File: config.mk
export PLATFORM = sky130hd
export DESIGN_NAME = cvxif_pau_simd
export DESIGN_NICKNAME = d
export VERILOG_FILES = /design/src/rtl/cvxif_pau_simd.sv
export SDC_FILE = /design/constraint.sdc
export NUM_CORES = 1
export LEC_CHECK = 0
export ABC_AREA = 1
export CAP_MARGIN = 20
export CORE_UTILIZATION = 50
export CTS_CLUSTER_SIZE = 8
export DETAILED_ROUTE_END_ITERATION = 10
export HOLD_SLACK_MARGIN = 0.12
export PLACE_DENSITY_LB_ADDON = 0.2
export RECOVER_POWER = 25
export REMOVE_ABC_BUFFERS = 1
export SYNTH_ARGS = -nofsm -noshare
export SYNTH_HDL_FRONTEND = slang
export SYNTH_SLANG_ARGS = --single-unit
File: constraint.sdc
create_clock -name clk -period 3.06 [get_ports clk]
set_input_delay 0.612 -clock clk [delete_from_list [all_inputs] [get_ports clk]]
set_output_delay 0.612 -clock clk [all_outputs]
set_load 0.005 [all_outputs]
File: src/rtl/cvxif_pau_simd.sv
// Packed-SIMD arithmetic coprocessor on the CV-X-IF issue/register/result channels.
// Accepted custom-0 instructions queue in order; each operand handshake retires the head instruction.
module cvxif_pau_simd #(
   parameter int unsigned XLEN   = 32,
   parameter int unsigned LANE_W = 8,
   parameter int unsigned DEPTH  = 4,
   parameter logic [6:0]  OPCODE = 7'b0001011
) (
   input  logic            clk,
   input  logic            rst,
   input  logic            issue_valid,
   output logic            issue_ready,
   input  logic [31:0]     issue_req_instr,
   output logic            issue_resp_accept,
   output logic            issue_resp_writeback,
   output logic [1:0]      issue_resp_register_read,
   input  logic            register_valid,
   output logic            register_ready,
   input  logic [XLEN-1:0] register_rs0,
   input  logic [XLEN-1:0] register_rs1,
   input  logic [1:0]      register_rs_valid,
   output logic            result_valid,
   input  logic            result_ready,
   output logic [XLEN-1:0] result_data,
   output logic [4:0]      result_rd
);

   localparam int unsigned PTR_W = $clog2(DEPTH);
   localparam int unsigned LANES = XLEN / LANE_W;
   localparam logic [PTR_W:0] DEPTH_C = (PTR_W + 1)'(DEPTH);

   logic             run;
   logic [2:0]       q_funct3 [DEPTH];
   logic [4:0]       q_rd     [DEPTH];
   logic [PTR_W-1:0] head;
   logic [PTR_W-1:0] tail;
   logic [PTR_W:0]   count;
   logic             decode_ok;
   logic             push;
   logic             fire;
   logic [XLEN-1:0]  lane_result;
   logic             unused_instr_bits;

   // run holds every handshake low until the first clock edge after reset release
   assign decode_ok = (issue_req_instr[6:0] == OPCODE) && (issue_req_instr[31:25] == 7'd0)
                      && (issue_req_instr[14:12] != 3'b111);
   assign issue_resp_accept        = run && issue_valid && decode_ok;
   assign issue_resp_writeback     = issue_resp_accept;
   assign issue_resp_register_read = {2{issue_resp_accept}};
   assign issue_ready              = run && (count < DEPTH_C);
   assign register_ready           = run && (count != '0) && (!result_valid || result_ready);
   assign push                     = issue_valid && issue_ready && decode_ok;
   assign fire                     = register_valid && register_ready && (register_rs_valid == 2'b11);
   assign unused_instr_bits        = ^issue_req_instr[24:15];

   function automatic logic [LANE_W-1:0] lane_op(input logic [2:0] op,
                                                  input logic [LANE_W-1:0] a,
                                                  input logic [LANE_W-1:0] b);
      logic [LANE_W:0]   sum;
      logic [LANE_W:0]   diff;
      logic [LANE_W:0]   avg;
      logic [LANE_W-1:0] smax;
      logic [LANE_W-1:0] smin;
      smax = {1'b0, {(LANE_W-1){1'b1}}};
      smin = {1'b1, {(LANE_W-1){1'b0}}};
      // one guard bit is enough to detect signed overflow of a single lane
      sum  = {a[LANE_W-1], a} + {b[LANE_W-1], b};
      diff = {a[LANE_W-1], a} - {b[LANE_W-1], b};
      avg  = {1'b0, a} + {1'b0, b} + (LANE_W + 1)'(1);
      case (op)
         3'b000:  lane_op = a + b;
         3'b001:  lane_op = a - b;
         3'b010:  lane_op = (sum[LANE_W] != sum[LANE_W-1]) ? (sum[LANE_W] ? smin : smax) : sum[LANE_W-1:0];
         3'b011:  lane_op = (diff[LANE_W] != diff[LANE_W-1]) ? (diff[LANE_W] ? smin : smax) : diff[LANE_W-1:0];
         3'b100:  lane_op = ($signed(a) < $signed(b)) ? a : b;
         3'b101:  lane_op = ($signed(a) > $signed(b)) ? a : b;
         3'b110:  lane_op = avg[LANE_W:1];
         default: lane_op = '0;
      endcase
   endfunction

   always_comb begin
      lane_result = '0;
      for (int i = 0; i < LANES; i++) begin
         lane_result[i*LANE_W +: LANE_W] = lane_op(q_funct3[head],
                                                   register_rs0[i*LANE_W +: LANE_W],
                                                   register_rs1[i*LANE_W +: LANE_W]);
      end
   end

   // queue payload needs no reset; head/tail/count decide which entries are live
   always_ff @(posedge clk) begin
      if (push) begin
         q_funct3[tail] <= issue_req_instr[14:12];
         q_rd[tail]     <= issue_req_instr[11:7];
      end
   end

   always_ff @(posedge clk or negedge rst) begin
      if (!rst) begin
         run          <= 1'b0;
         head         <= '0;
         tail         <= '0;
         count        <= '0;
         result_valid <= 1'b0;
         result_data  <= '0;
         result_rd    <= '0;
      end else begin
         run <= 1'b1;
         if (push) tail <= tail + 1'b1;
         if (fire) head <= head + 1'b1;
         if (push && !fire) count <= count + 1'b1;
         else if (fire && !push) count <= count - 1'b1;
         if (fire) begin
            result_valid <= 1'b1;
            result_data  <= lane_result;
            result_rd    <= q_rd[head];
         end else if (result_ready) begin
            result_valid <= 1'b0;
         end
      end
   end

endmodule
== Word level (Yosys, flattened, before mapping) ==
Memory sizes are Yosys's and may differ from the RTL's. A register that Yosys moved wholly into a read port is not among the register bits.
Cells that the tools add are included.
Storage, ports and cells
  register bits after elaboration: 41
  RAM bits: 32
  input port bits: 103
  output and inout port bits: 44
  word-level logic and storage cells: 119
  memories kept: 2
Operators by class
  add/subtract/negate cells: 28
  order comparisons: 9
  equality and inequality tests: 17
  multiplexer cells: 34
  reductions and logical operators: 23
Memories
  q_rd: words 4, bits a word 5, read ports 1, clocked after Yosys merged registers in 1, write ports 1, RTL line 34  | logic [4:0] q_rd [DEPTH];
  q_funct3: words 4, bits a word 3, read ports 1, clocked after Yosys merged registers in 0, write ports 1, RTL line 33  | logic [2:0] q_funct3 [DEPTH];
Operators with widths (number)
  $pmux W8 S7: 4
  $mux W8: 24
  $add A8 B8 Y9: 8
  $add A9 B1 Y9 const B: 4
  $sub A8 B8 Y9: 4
  $add A8 B8 Y8: 4
  $gt A8 B8 Y1: 4
  $lt A8 B8 Y1: 4
  $sub A8 B8 Y8: 4
  $logic_and A1 B1 Y1: 13
  $eq A3 B3 Y1 const B: 3
  $ne A1 B1 Y1: 8
  $eq A7 B4 Y1 const B: 1
  $logic_not A7 Y1: 1
  $eq A3 B2 Y1 const B: 2
  $mux W3: 2
  $add A2 B1 Y2 const B: 2
  $logic_not A1 Y1: 4
  $mux W1: 4
  $reduce_bool A2 Y1: 2
  $add A3 B1 Y3 const B: 1
  $eq A3 B1 Y1 const B: 1
  $logic_not A3 Y1: 1
  $lt A3 B3 Y1 const B: 1
  5 further kinds: 5

== Logic depth before layout (Yosys ltp) ==
Gate-level depths: netlist of run 1.
  depth after elaboration: 8
  mapped depth: 22
  depth with buffers taken out: 20

== Worst setup path after synthesis of run 1 ==
No wires, ideal clock.
  path type: input port to flip-flop
  from: input register_rs1[26]
  to: register result_data[25]
  setup time: 117 ps
  arrival: 2722 ps
  data required time: 2943 ps
  path slack: 221 ps
  stages on the path: 18
  path buffers: 1
  cells stage by stage: inv_1 ha_1 buf_4 nor2_1 nand2_1 nand2_1 nand3_1 nand2_1 nand2_1 and2_1 ha_1 or2_2 nand3_1 nand2_1 nor2_1 nand3_1 nand2_1 nand2_1
Between the ends
  cells in the longest elaborated chain, start to end: 4
  elaborated cells on any way between the ends: 15
  classes of those cells: 4 x add/sub; 2 x order compare; 2 x eq/ne; 7 x mux
Ends and longest elaborated chain
  from (decl): RTL line 20  | input logic [XLEN-1:0] register_rs1,
  parallel branches: the longest is 3 deep, another holds $add A8 B8 Y9
  $pmux W8 S7 *: RTL line 70  | case (op)
  to (signal assigned): RTL line 116  | result_data <= lane_result;
  to (decl): RTL line 24  | output logic [XLEN-1:0] result_data,
Mark *: on every way between the ends.
A chain may end at the register's enable or synchronous reset.

== Worst setup path after layout of run 1 ==
  from: input register_rs1[27]
  to: register result_data[25]
Between the ends
  cells in the longest elaborated chain, start to end: 4
  elaborated cells on any way between the ends: 13
  classes of those cells: 2 x add/sub; 2 x order compare; 2 x eq/ne; 7 x mux
Ends and longest elaborated chain
  $sub A8 B8 Y9 / $add A8 B8 Y9 (equally long branches): RTL line 68, 67
  $mux W8 (tied with other cells): RTL line 74  | 3'b011: lane_op = (diff[LANE_W] != diff[LANE_W-1]) ? (diff[LANE_W] ? smin : smax) : diff[LANE_W-1:0];
  $mux W8, on equally long branches: RTL line 74, 73
  $pmux W8 S7 *: RTL line 70
Mark *: on every way between the ends. The rest lies on a longest branch, timed or not.

==> summary.txt, run 1 <==
Synthesis
  • Synth cell types: 47
  • Sequential share of the synthesized area: 19.78%
  • Main synth FF type: dfrtp_1
  • Async set-reset flop share out of synthesis: 58.97%
  • Post-synth EDFFs: 32
  • Leading area contributor after synthesis: nand2_1
  • Post-Synthesis Cell Area: 10,680 sq um
  • Cells after Synth: 1,731
  • Yosys top cell area share: 22.04%
  • Largest cells by area after synthesis: nand2_1, dfrtp_1, ha_1, nand3_1, edfxtp_1
  • #FFs+latches synth: 78
  • Syn_area_per_cell: 6.169 sq um
  • Synth Warn #: 0

Global routing
  • Total grt overflow: 0
  • First-pass GRT wire length: 58,090 um
  • Largest net degree at the start of global routing: 47
  • Initial antenna violation count: 0
  • Vias in the first global route: 12,153
  • Gr usage total: 33.11%

Floorplan
  • Core area: 20,960 sq um
  • Die area: 21,940 sq um
  • Starting density of the core: 50.96%
  • Die H: 148.1 um
  • I/O pin total: 147
  • Row count: 53
  • Die width: 148.1 um

STA
  • Max frequency: 0.3393 GHz
  • Hold Vio Cnt, Final: 0
  • Slew headroom: 6.969%
  • Setup Skew: 10.58 ps
  • Worst-margin pin slew: 1395 ps
  • Final hold slack: 479.3 ps
  • Final max-slew violation count: 0
  • Crit path time final: 2947 ps
  • Setup violations, final: 0
  • Final period utilization: 96.31%

Drt
  • Vias: 12,713
  • Initial DRC count: 930
  • Final ANT Viol Nets: 0
  • Pre-antenna DRT Iters: 7
  • Vias per inst: 5.346
  • Post-DR wirelength/cell: 15.31 um
  • Drt total wl: 36,400 um
  • # DRC: 0

Hold path
  • Worst Hold Class: reg2reg
  • Hold Path Depth: 2
  • Worst Hold Path EP: result_data[6]
  • Min-delay src: result_data[6]

Status
  • Outcome: finished clean

Pwr
  • Tot Pwr: 7.808 mW
  • Power Density: 532.8 nW/um^2
  • Static leakage: 7.753 nW
  • Worst VDD drop: 383.6 uV

CTS
  • CTS max path bufs: 2
  • H-tree Lvls: 3
  • Clk Latency, worst-skew pair: 350 ps
  • TritonCTS Buffers: 9
  • CTS tree: yes
  • Clk pin slew, worst setup/hold paths: 70 ps
  • Clk sink count: 78
  • Clk root buf: clkbuf_16

Finish
  • Layout net count: 2,297
  • Layout cells sized above 1: 18.50%
  • Area Growth Syn to Fin: 37.24%
  • Ant diodes: 0

Critical path
  • R2r startpoint: head[0]
  • Crit path DAT: 3190 ps
  • Worst r2r dst: result_data[5]
  • Max FO, Critical Path: 5
  • Worst R2R Setup Slack: 160 ps
  • Required time worst endpoint: 3300 ps
  • R2r worst-path depth: 19
  • CP endpoint kind: flip-flop
  • Startpoint Class: input port
  • Critical path class: in2reg

Place
  • Routability cong.: 0.9576
  • IO buf count: 136
  • Hpwl dp: 28,410 um

Flow run
  • Max_cap viols: 0
[cell families after synthesis]
group / Yosys count / synth area share, %
other: 1 / 0.03512
AND/OR/NAND/NOR: 1092 / 44.82
adder cells (fa/ha/maj): 96 / 12.23
buffers and inverters: 268 / 10.65
XOR/XNOR: 47 / 3.855
flip-flops: 78 / 19.78
multiplexers: 1 / 0.1055
AO/OA/AOI/OAI: 148 / 8.519
[through the flow]
step	util, %	setup WS, ps	TNS [ps]	std cells	instance area, sq um
6_report	69.93	113.0	0	2378	14650
5_1_grt	69.93	-36.23	-112.4	2378	14650
4_1_cts	68.79	59.10	0	2370	14420
3_5_place_dp	67.21	-430.5	-7009	2354	14080
3_3_place_gp	67.21	-349.8	-5618	2354	14080
2_1_floorplan	-	-112.5	-112.5	1677	10360
[cell usage in the layout, fill, tap and decap left out, types with 45 or more instances in the layout]
cell,Yosys,final
inv_1,200,198
nor2_1,137,133
nand2_1,627,619
a21oi_1,54,50
clkdlybuf4s50_1,0,128
ha_1,82,73
nand4_1,45,45
dfrtp_1,46,45
buf_4,20,267
nand3_1,204,201
[registers in the layout (all words and copies together) (netlist names)]
signal        count
head              2
result_rd         5
result_valid      1
q_funct3         12
run               1
tail              2
q_rd             20
count             3
result_data      32
[critical path, stage by stage]
cell	delay (ps)
clkdlybuf4s50_1	480
inv_1	80
ha_4	320
inv_1	60
a21oi_1	140
nand2_1	130
nand3_2	120
nand2_1	60
nand2_1	130
and2_4	180
ha_4	210
or2_2	270
nand3_1	80
nand2_1	60
nor2_1	80
nand3_1	70
nand2_1	60
nand2_1	50
[metal layers]
layer	track usage [%]	vias to the layer above	part of all wire (%)
met4	12.99	0	2.8
met2	56.27	518	47
met3	3.589	83	6.8
met5	0	-	0
met1	42.99	5812	43
li1	-	6300	-
[synth_stat cells, drive strengths merged, types with 29 or more instances]
library cell and number:
a21oi 65, buf 46, dfrtp 46, edfxtp 32, ha 82, inv 211, nand2 647, nand3 207
nand3b 29, nand4 45, nor2 142, o21ai 52, xor2 34
[layout make-up]
type | instances | area [sq um]
timing repair buffer | 410 | 3472
sequential | 78 | 2113
inverter | 214 | 820.8
clock buffer | 10 | 229.0
clock inverter | 6 | 68.82
tap | 275 | 344.1
fill | 1868 | 6301
multi-input combinational | 1385 | 7606
[power by group]
group | leakage (nW) | internal (mW) | switching, mW
clock network | 0.149 | 0.642 | 0.504
logic | 6.70 | 2.27 | 2.93
registers | 0.905 | 1.31 | 0.153
total | 7.75 | 4.22 | 3.59
[worst max path at each step]
stage / cells past startpoint / to / startpoint
after detailed placement: 17 / result_data[26] / register_rs1[27]
after floorplan: 7 / count[1] / result_ready
final: 18 / result_data[25] / register_rs1[27]
after global routing: 19 / result_data[8] / register_rs0[8]
after CTS: 18 / result_data[5] / register_rs1[0]
after global placement: 17 / result_data[26] / register_rs1[27]
[timing repair]
| action | in CTS | in global routing |
|---|---|---|
| resized for setup | 5 | 49 |
| pin swaps | 0 | 5 |
| setup buffers | 0 | 8 |
| setup endpoints to repair | 5 | 25 |
| hold buffers | 0 | 0 |
Power figures use the tool's default switching activity.
==> inputs of run 2 (changes only) <==
--- a/config.mk
+++ b/config.mk
@@ -7,7 +7,10 @@
 export LEC_CHECK = 0
 export ABC_AREA = 1
 export CAP_MARGIN = 20
-export CORE_UTILIZATION = 50
+export CELL_PAD_IN_SITES_DETAIL_PLACEMENT = 1
+export CELL_PAD_IN_SITES_GLOBAL_PLACEMENT = 1
+export CORE_ASPECT_RATIO = 0.8
+export CORE_UTILIZATION = 40
 export CTS_CLUSTER_SIZE = 8
 export DETAILED_ROUTE_END_ITERATION = 10
 export HOLD_SLACK_MARGIN = 0.12
==> summary.txt, run 2 (synthesis gave the netlist of run 1 again) <==
Floorplan
  • Starting density of the core: 40.66%
  • Die H: 148.1 um
  • Core area: 26,260 sq um
  • Die area: 27,360 sq um
  • I/O pin total: 147
  • Die width: 184.7 um
  • Row count: 53

CTS
  • H-tree Lvls: 3
  • CTS tree: yes
  • TritonCTS Buffers: 9
  • Cts-stage hold buffer count: 0
  • Clk sink count: 78
  • CTS max path bufs: 2
  • Clk pin slew, worst setup/hold paths: 80 ps
  • Clk Latency, worst-skew pair: 360 ps
  • Clk root buf: clkbuf_16

Critical path
  • Max FO, Critical Path: 5
  • CP max stage cell: clkdlybuf4s50_1
  • CP Launch Point: register_rs0[4]
  • R2r startpoint: head[0]
  • CP peak stage delay: 590 ps
  • Crit-path most repeated cell: nand2_1
  • Worst r2r dst: result_data[4]
  • Worst setup path endpoint: result_data[6]
  • Worst R2R Setup Slack: 110 ps
  • Startpoint Class: input port
  • CP cell instances: clkdlybuf4s50_1, buf_4, ha_1, inv_1, o21ai_0, a21oi_1, nand2_1, nand2_1, nand2_1, nand2_1, nand2_1, inv_2, a21oi_2, nand2_1, nand2_1, nand2_1
  • R2r worst-path depth: 18
  • Critical path class: in2reg
  • Crit path DAT: 3240 ps
  • CP endpoint kind: flip-flop
  • Required time worst endpoint: 3310 ps

Flow run
  • Max_cap viols: 1

Hold path
  • Worst Hold Class: reg2reg

Drt
  • Drt total wl: 47,680 um
  • Pre-antenna DRT Iters: 5
  • Post-DR wirelength/cell: 19.23 um
  • Initial DRC count: 1,015
  • Vias per inst: 5.461
  • Vias: 13,543
  • # DRC: 0
  • Final ANT Viol Nets: 0

Place
  • Hpwl dp: 37,590 um
  • Routability cong.: 0.9584
  • Area after DPL: 14,300 sq um
  • Placed cells: 2,452
  • IO buf count: 136

Finish
  • Area Growth Syn to Fin: 40.79%
  • Final instance area: 15,030 sq um
  • Layout net count: 2,317
  • Ant diodes: 0
  • Layout cells sized above 1: 20.21%
  • Commonest non-fill, non-tap cell in the layout: nand2_1
  • Multi-input gate area: 7759 sq um
  • Sequential Area: 2115 sq um
  • Max reg flops: 32
  • Filler cell count: 3,571
  • Largest regs: result_data x32, q_rd x20, q_funct3 x12
  • Most flop-heavy register: result_data
  • Layout Cells excl Fill: 2,480
  • Most frequent cells in the layout: nand2_1, buf_4, inv_1, nand3_1, nor2_1

Status
  • Outcome: finished, violations left
  • Failing checks: capacitance limit, slew limit

Pwr
  • Worst VDD drop: 345.1 uV
  • Internal: 4.274 mW
  • Power Density: 551.7 nW/um^2
  • Net switching fraction of the power: 48.47%
  • Gate power share: 67.6%
  • NetSw: 4.020 mW
  • Sequential share of power: 18.3%
  • Clock power share: 14.0%
  • Static leakage: 7.892 nW

Global routing
  • Vias in the first global route: 13,871
  • Gr usage total: 33.88%
  • Total grt overflow: 0
  • Initial antenna violation count: 0
  • Largest net degree at the start of global routing: 27
  • First-pass GRT wire length: 72,530 um

STA
  • Final max-slew violation count: 22
  • Setup violations, final: 0
  • Setup Skew: 16.52 ps
  • Hold Vio Cnt, Final: 0
  • Crit path time final: 2989 ps
  • Worst-margin pin slew: 1512 ps
  • Max frequency: 0.3346 GHz
  • Slew headroom: -0.7944%
  • Final period utilization: 97.68%
run 2: worst min path at each step:
stage | startpoint | endpoint | cells past startpoint
detailed placement | result_data[15] | result_data[15] | 2
global placement | result_data[13] | result_data[13] | 2
global route | result_rd[3] | result_rd[3] | 2
finish | result_data[13] | result_data[13] | 2
CTS | rst | result_data[18] | 1
floorplan | rst | count[0] | 0
run 2: layout make-up:
type / count / area share [%]
Timing Repair Buffer: 430 / 23.95
Sequential cell: 78 / 14.07
Multi-Input combinational cell: 1385 / 51.61
Clock inverter: 7 / 0.4827
Tap cell: 357 / 2.971
Clock buffer: 9 / 1.498
Inverter: 214 / 5.427
run 2: timing repair:
action                     in CTS  in global routing
pin swaps                       3                 19
buffers inserted                1                 11
setup endpoints to repair      11                 31
resized for setup              17                 75
run 2: power by group through the flow:
stage / registers, mW / logic (mW) / clock network, mW
detailed placement: 1.53 / 5.20 / 0
finish: 1.52 / 5.61 / 1.16
floorplan: 1.48 / 2.82 / 0
CTS: 1.52 / 5.30 / 1.16
global route: 1.54 / 6.05 / 1.20
global placement: 1.52 / 4.98 / 0
run 2: stage by stage:
step / utilization (%) / hold slack, ps / setup TNS [ps] / power [mW] / worst slack [ps]
after floorplan: - / 316.4 / -112.5 / 4.306 / -112.5
after global placement: 54.44 / 462.7 / -6896 / 6.493 / -383.1
after detailed placement: 54.44 / 470.2 / -9286 / 6.725 / -480.2
after CTS: 55.77 / 260.6 / 0 / 7.984 / 6.598
after global routing: 57.25 / 521.6 / -221.0 / 8.785 / -77.79
final: 57.25 / 480.1 / 0 / 8.293 / 71.06
run 2: routing by layer:
| metal | share of wire (%) | global-route usage, % |
|---|---|---|
| met2 | 48 | 56.83 |
| met1 | 43 | 46.06 |
| met5 | 0 | 0 |
| met3 | 6.2 | 2.987 |
| met4 | 2.8 | 10.66 |
run 2: worst max-delay path: cells and delay by family:
kind | cells | cell delay [ps]
AND/OR/NAND/NOR | 8 | 750
adder cells (fa/ha/maj) | 1 | 160
AO/OA/AOI/OAI | 3 | 780
buffers and inverters | 4 | 910
==> inputs of run 3 (changes only) <==
--- a/config.mk
+++ b/config.mk
@@ -6,7 +6,6 @@
 export NUM_CORES = 1
 export LEC_CHECK = 0
 export ABC_AREA = 1
-export CAP_MARGIN = 20
 export CELL_PAD_IN_SITES_DETAIL_PLACEMENT = 1
 export CELL_PAD_IN_SITES_GLOBAL_PLACEMENT = 1
 export CORE_ASPECT_RATIO = 0.8
@@ -14,6 +13,7 @@
 export CTS_CLUSTER_SIZE = 8
 export DETAILED_ROUTE_END_ITERATION = 10
 export HOLD_SLACK_MARGIN = 0.12
+export MAX_ROUTING_LAYER = met4
 export PLACE_DENSITY_LB_ADDON = 0.2
 export RECOVER_POWER = 25
 export REMOVE_ABC_BUFFERS = 1
==> summary.txt, run 3 (synthesis gave the netlist of run 1 again) <==
STA
  • Unrepaired setup endpoints after global routing: true
  • Max frequency: 0.3255 GHz
  • Setup Skew: 17.78 ps
  • Crit path time final: 3072 ps
  • Final max-slew violation count: 0
  • Hold Vio Cnt, Final: 0
  • Setup_tns: -12.34 ps
  • Worst-margin pin slew: 1313 ps
  • Slew headroom: 12.50%
  • Final worst slack: -12.34 ps
  • Final period utilization: 100.4%
  • Setup violations, final: 1

Hold path
  • Min-delay src: result_rd[3]
  • Worst Hold Path EP: result_rd[3]
  • Hold Path Depth: 2
  • Worst Hold Class: reg2reg

CTS
  • TritonCTS Buffers: 9
  • Clk sink count: 78
  • Clk root buf: clkbuf_16
  • CTS tree: yes
  • Clk Latency, worst-skew pair: 370 ps
  • H-tree Lvls: 3
  • CTS max path bufs: 2
  • Clk pin slew, worst setup/hold paths: 80 ps

Finish
  • Layout net count: 2,333
  • Final instance area: 15,200 sq um
  • Area Growth Syn to Fin: 42.34%
  • Largest regs: result_data x32, q_rd x20, q_funct3 x12
  • Most frequent cells in the layout: nand2_1, buf_4, inv_1, nand3_1, nor2_1
  • Ant diodes: 0
  • Commonest non-fill, non-tap cell in the layout: nand2_1
  • Most flop-heavy register: result_data
  • Max reg flops: 32
  • Layout cells sized above 1: 21.46%

Place
  • IO buf count: 136
  • Area after DPL: 14,390 sq um
  • Routability cong.: 0.9773
  • Hpwl dp: 37,500 um

Drt
  • Vias per inst: 5.446
  • Vias: 13,592
  • Initial DRC count: 856
  • # DRC: 0
  • Drt total wl: 48,630 um
  • Final ANT Viol Nets: 0
  • Post-DR wirelength/cell: 19.48 um
  • Pre-antenna DRT Iters: 5

Global routing
  • Vias in the first global route: 13,884
  • Gr usage total: 35.13%
  • Largest net degree at the start of global routing: 42
  • Total grt overflow: 0
  • First-pass GRT wire length: 72,300 um
  • Initial antenna violation count: 0

Critical path
  • Critical path class: in2reg
  • R2r worst-path depth: 17
  • Worst r2r dst: result_data[7]
  • CP Launch Point: register_rs1[2]
  • Startpoint Class: input port
  • Worst R2R Setup Slack: 20 ps
  • Required time worst endpoint: 3370 ps
  • CP endpoint kind: flip-flop
  • Max FO, Critical Path: 4
  • R2r startpoint: head[0]
  • Crit path DAT: 3380 ps

Flow run
  • Max_cap viols: 0

Floorplan
  • Die H: 148.1 um
  • Core area: 26,260 sq um
  • Die width: 184.7 um
  • Die area: 27,360 sq um
  • I/O pin total: 147
  • Starting density of the core: 40.66%
  • Row count: 53

Pwr
  • Net switching fraction of the power: 49.01%
  • Worst VDD drop: 356.0 uV
  • Power Density: 555.8 nW/um^2
  • NetSw: 4.140 mW
  • Static leakage: 7.987 nW
  • Clock power share: 13.0%
  • Gate power share: 68.9%
  • Tot Pwr: 8.447 mW
  • Sequential share of power: 18.1%
  • Internal: 4.307 mW

Status
  • Failing checks: setup timing
  • Outcome: finished, violations left
-- run 3: through the flow --
| stage | utilization (%) | hold WS [ps] | instances | setup slack [ps] |
|---|---|---|---|---|
| floorplan | - | 316.4 | 1677 | -112.5 |
| global placement | 54.81 | 434.7 | 2460 | -337.8 |
| detailed placement | 54.81 | 450.7 | 2460 | -475.2 |
| CTS | 56.05 | 494.8 | 2477 | -5.515 |
| global route | 57.88 | 521.1 | 2496 | -123.6 |
| finish | 57.88 | 491.0 | 2496 | -12.34 |
-- run 3: power by group through the flow --
| stage | clock (mW) | combinational (mW) | sequential, mW |
|---|---|---|---|
| 2_1_floorplan | 0 | 2.82 | 1.48 |
| 3_3_place_gp | 0 | 5.06 | 1.53 |
| 3_5_place_dp | 0 | 5.28 | 1.54 |
| 4_1_cts | 1.09 | 5.37 | 1.52 |
| 5_1_grt | 1.13 | 6.27 | 1.55 |
| 6_report | 1.10 | 5.82 | 1.53 |
-- run 3: area by class of cell --
| type | count | area (sq um) |
|---|---|---|
| Clock buffer | 9 | 225.2 |
| Clock inverter | 7 | 58.81 |
| Fill cell | 3594 | 11060 |
| Inverter | 214 | 818.3 |
| Multi-Input combinational cell | 1385 | 7761 |
| Sequential cell | 78 | 2115 |
| Tap cell | 357 | 446.7 |
| Timing Repair Buffer | 446 | 3774 |
-- run 3: worst max path at each step --
| stage | slack [ps] | cells after the start | endpoint |
|---|---|---|---|
| 2_1_floorplan | -110 | 7 | count[1] |
| 3_3_place_gp | -340 | 18 | result_data[26] |
| 3_5_place_dp | -480 | 19 | result_data[26] |
| 4_1_cts | -6 | 19 | result_data[26] |
| 5_1_grt | -120 | 17 | result_data[7] |
| 6_report | -10 | 15 | result_data[7] |
-- run 3: worst max-delay path, cell delays in order --
cell and delay (ps):
clkdlybuf4s50_1 440, inv_1 230, nand3_2 180, nor3_2 230, or2_2 220, xor2_2 230, ha_4 250, nand2_1 100
o21ai_0 110, a21oi_1 220, nand3b_1 200, nand3_2 100, nand3_1 90, nand2_1 60, nand2_1 100
-- run 3: timing repair --
item,CTS,global route
setup endpoints to repair,15,32
hold buffers,1,0
gates resized for setup,14,90
pin swaps,1,18
endpoints found under the hold margin,5,0
setup buffers,0,19
-- run 3: metal layers --
| metal | share of wire, % | GRT usage [%] | up-vias |
|---|---|---|---|
| met2 | 48 | 57.11 | 479 |
| li1 | - | - | 6371 |
| met4 | 2.8 | 10.37 | 0 |
| met1 | 44 | 45.73 | 6645 |
| met5 | 0 | - | - |
| met3 | 5.5 | 4.383 | 97 |
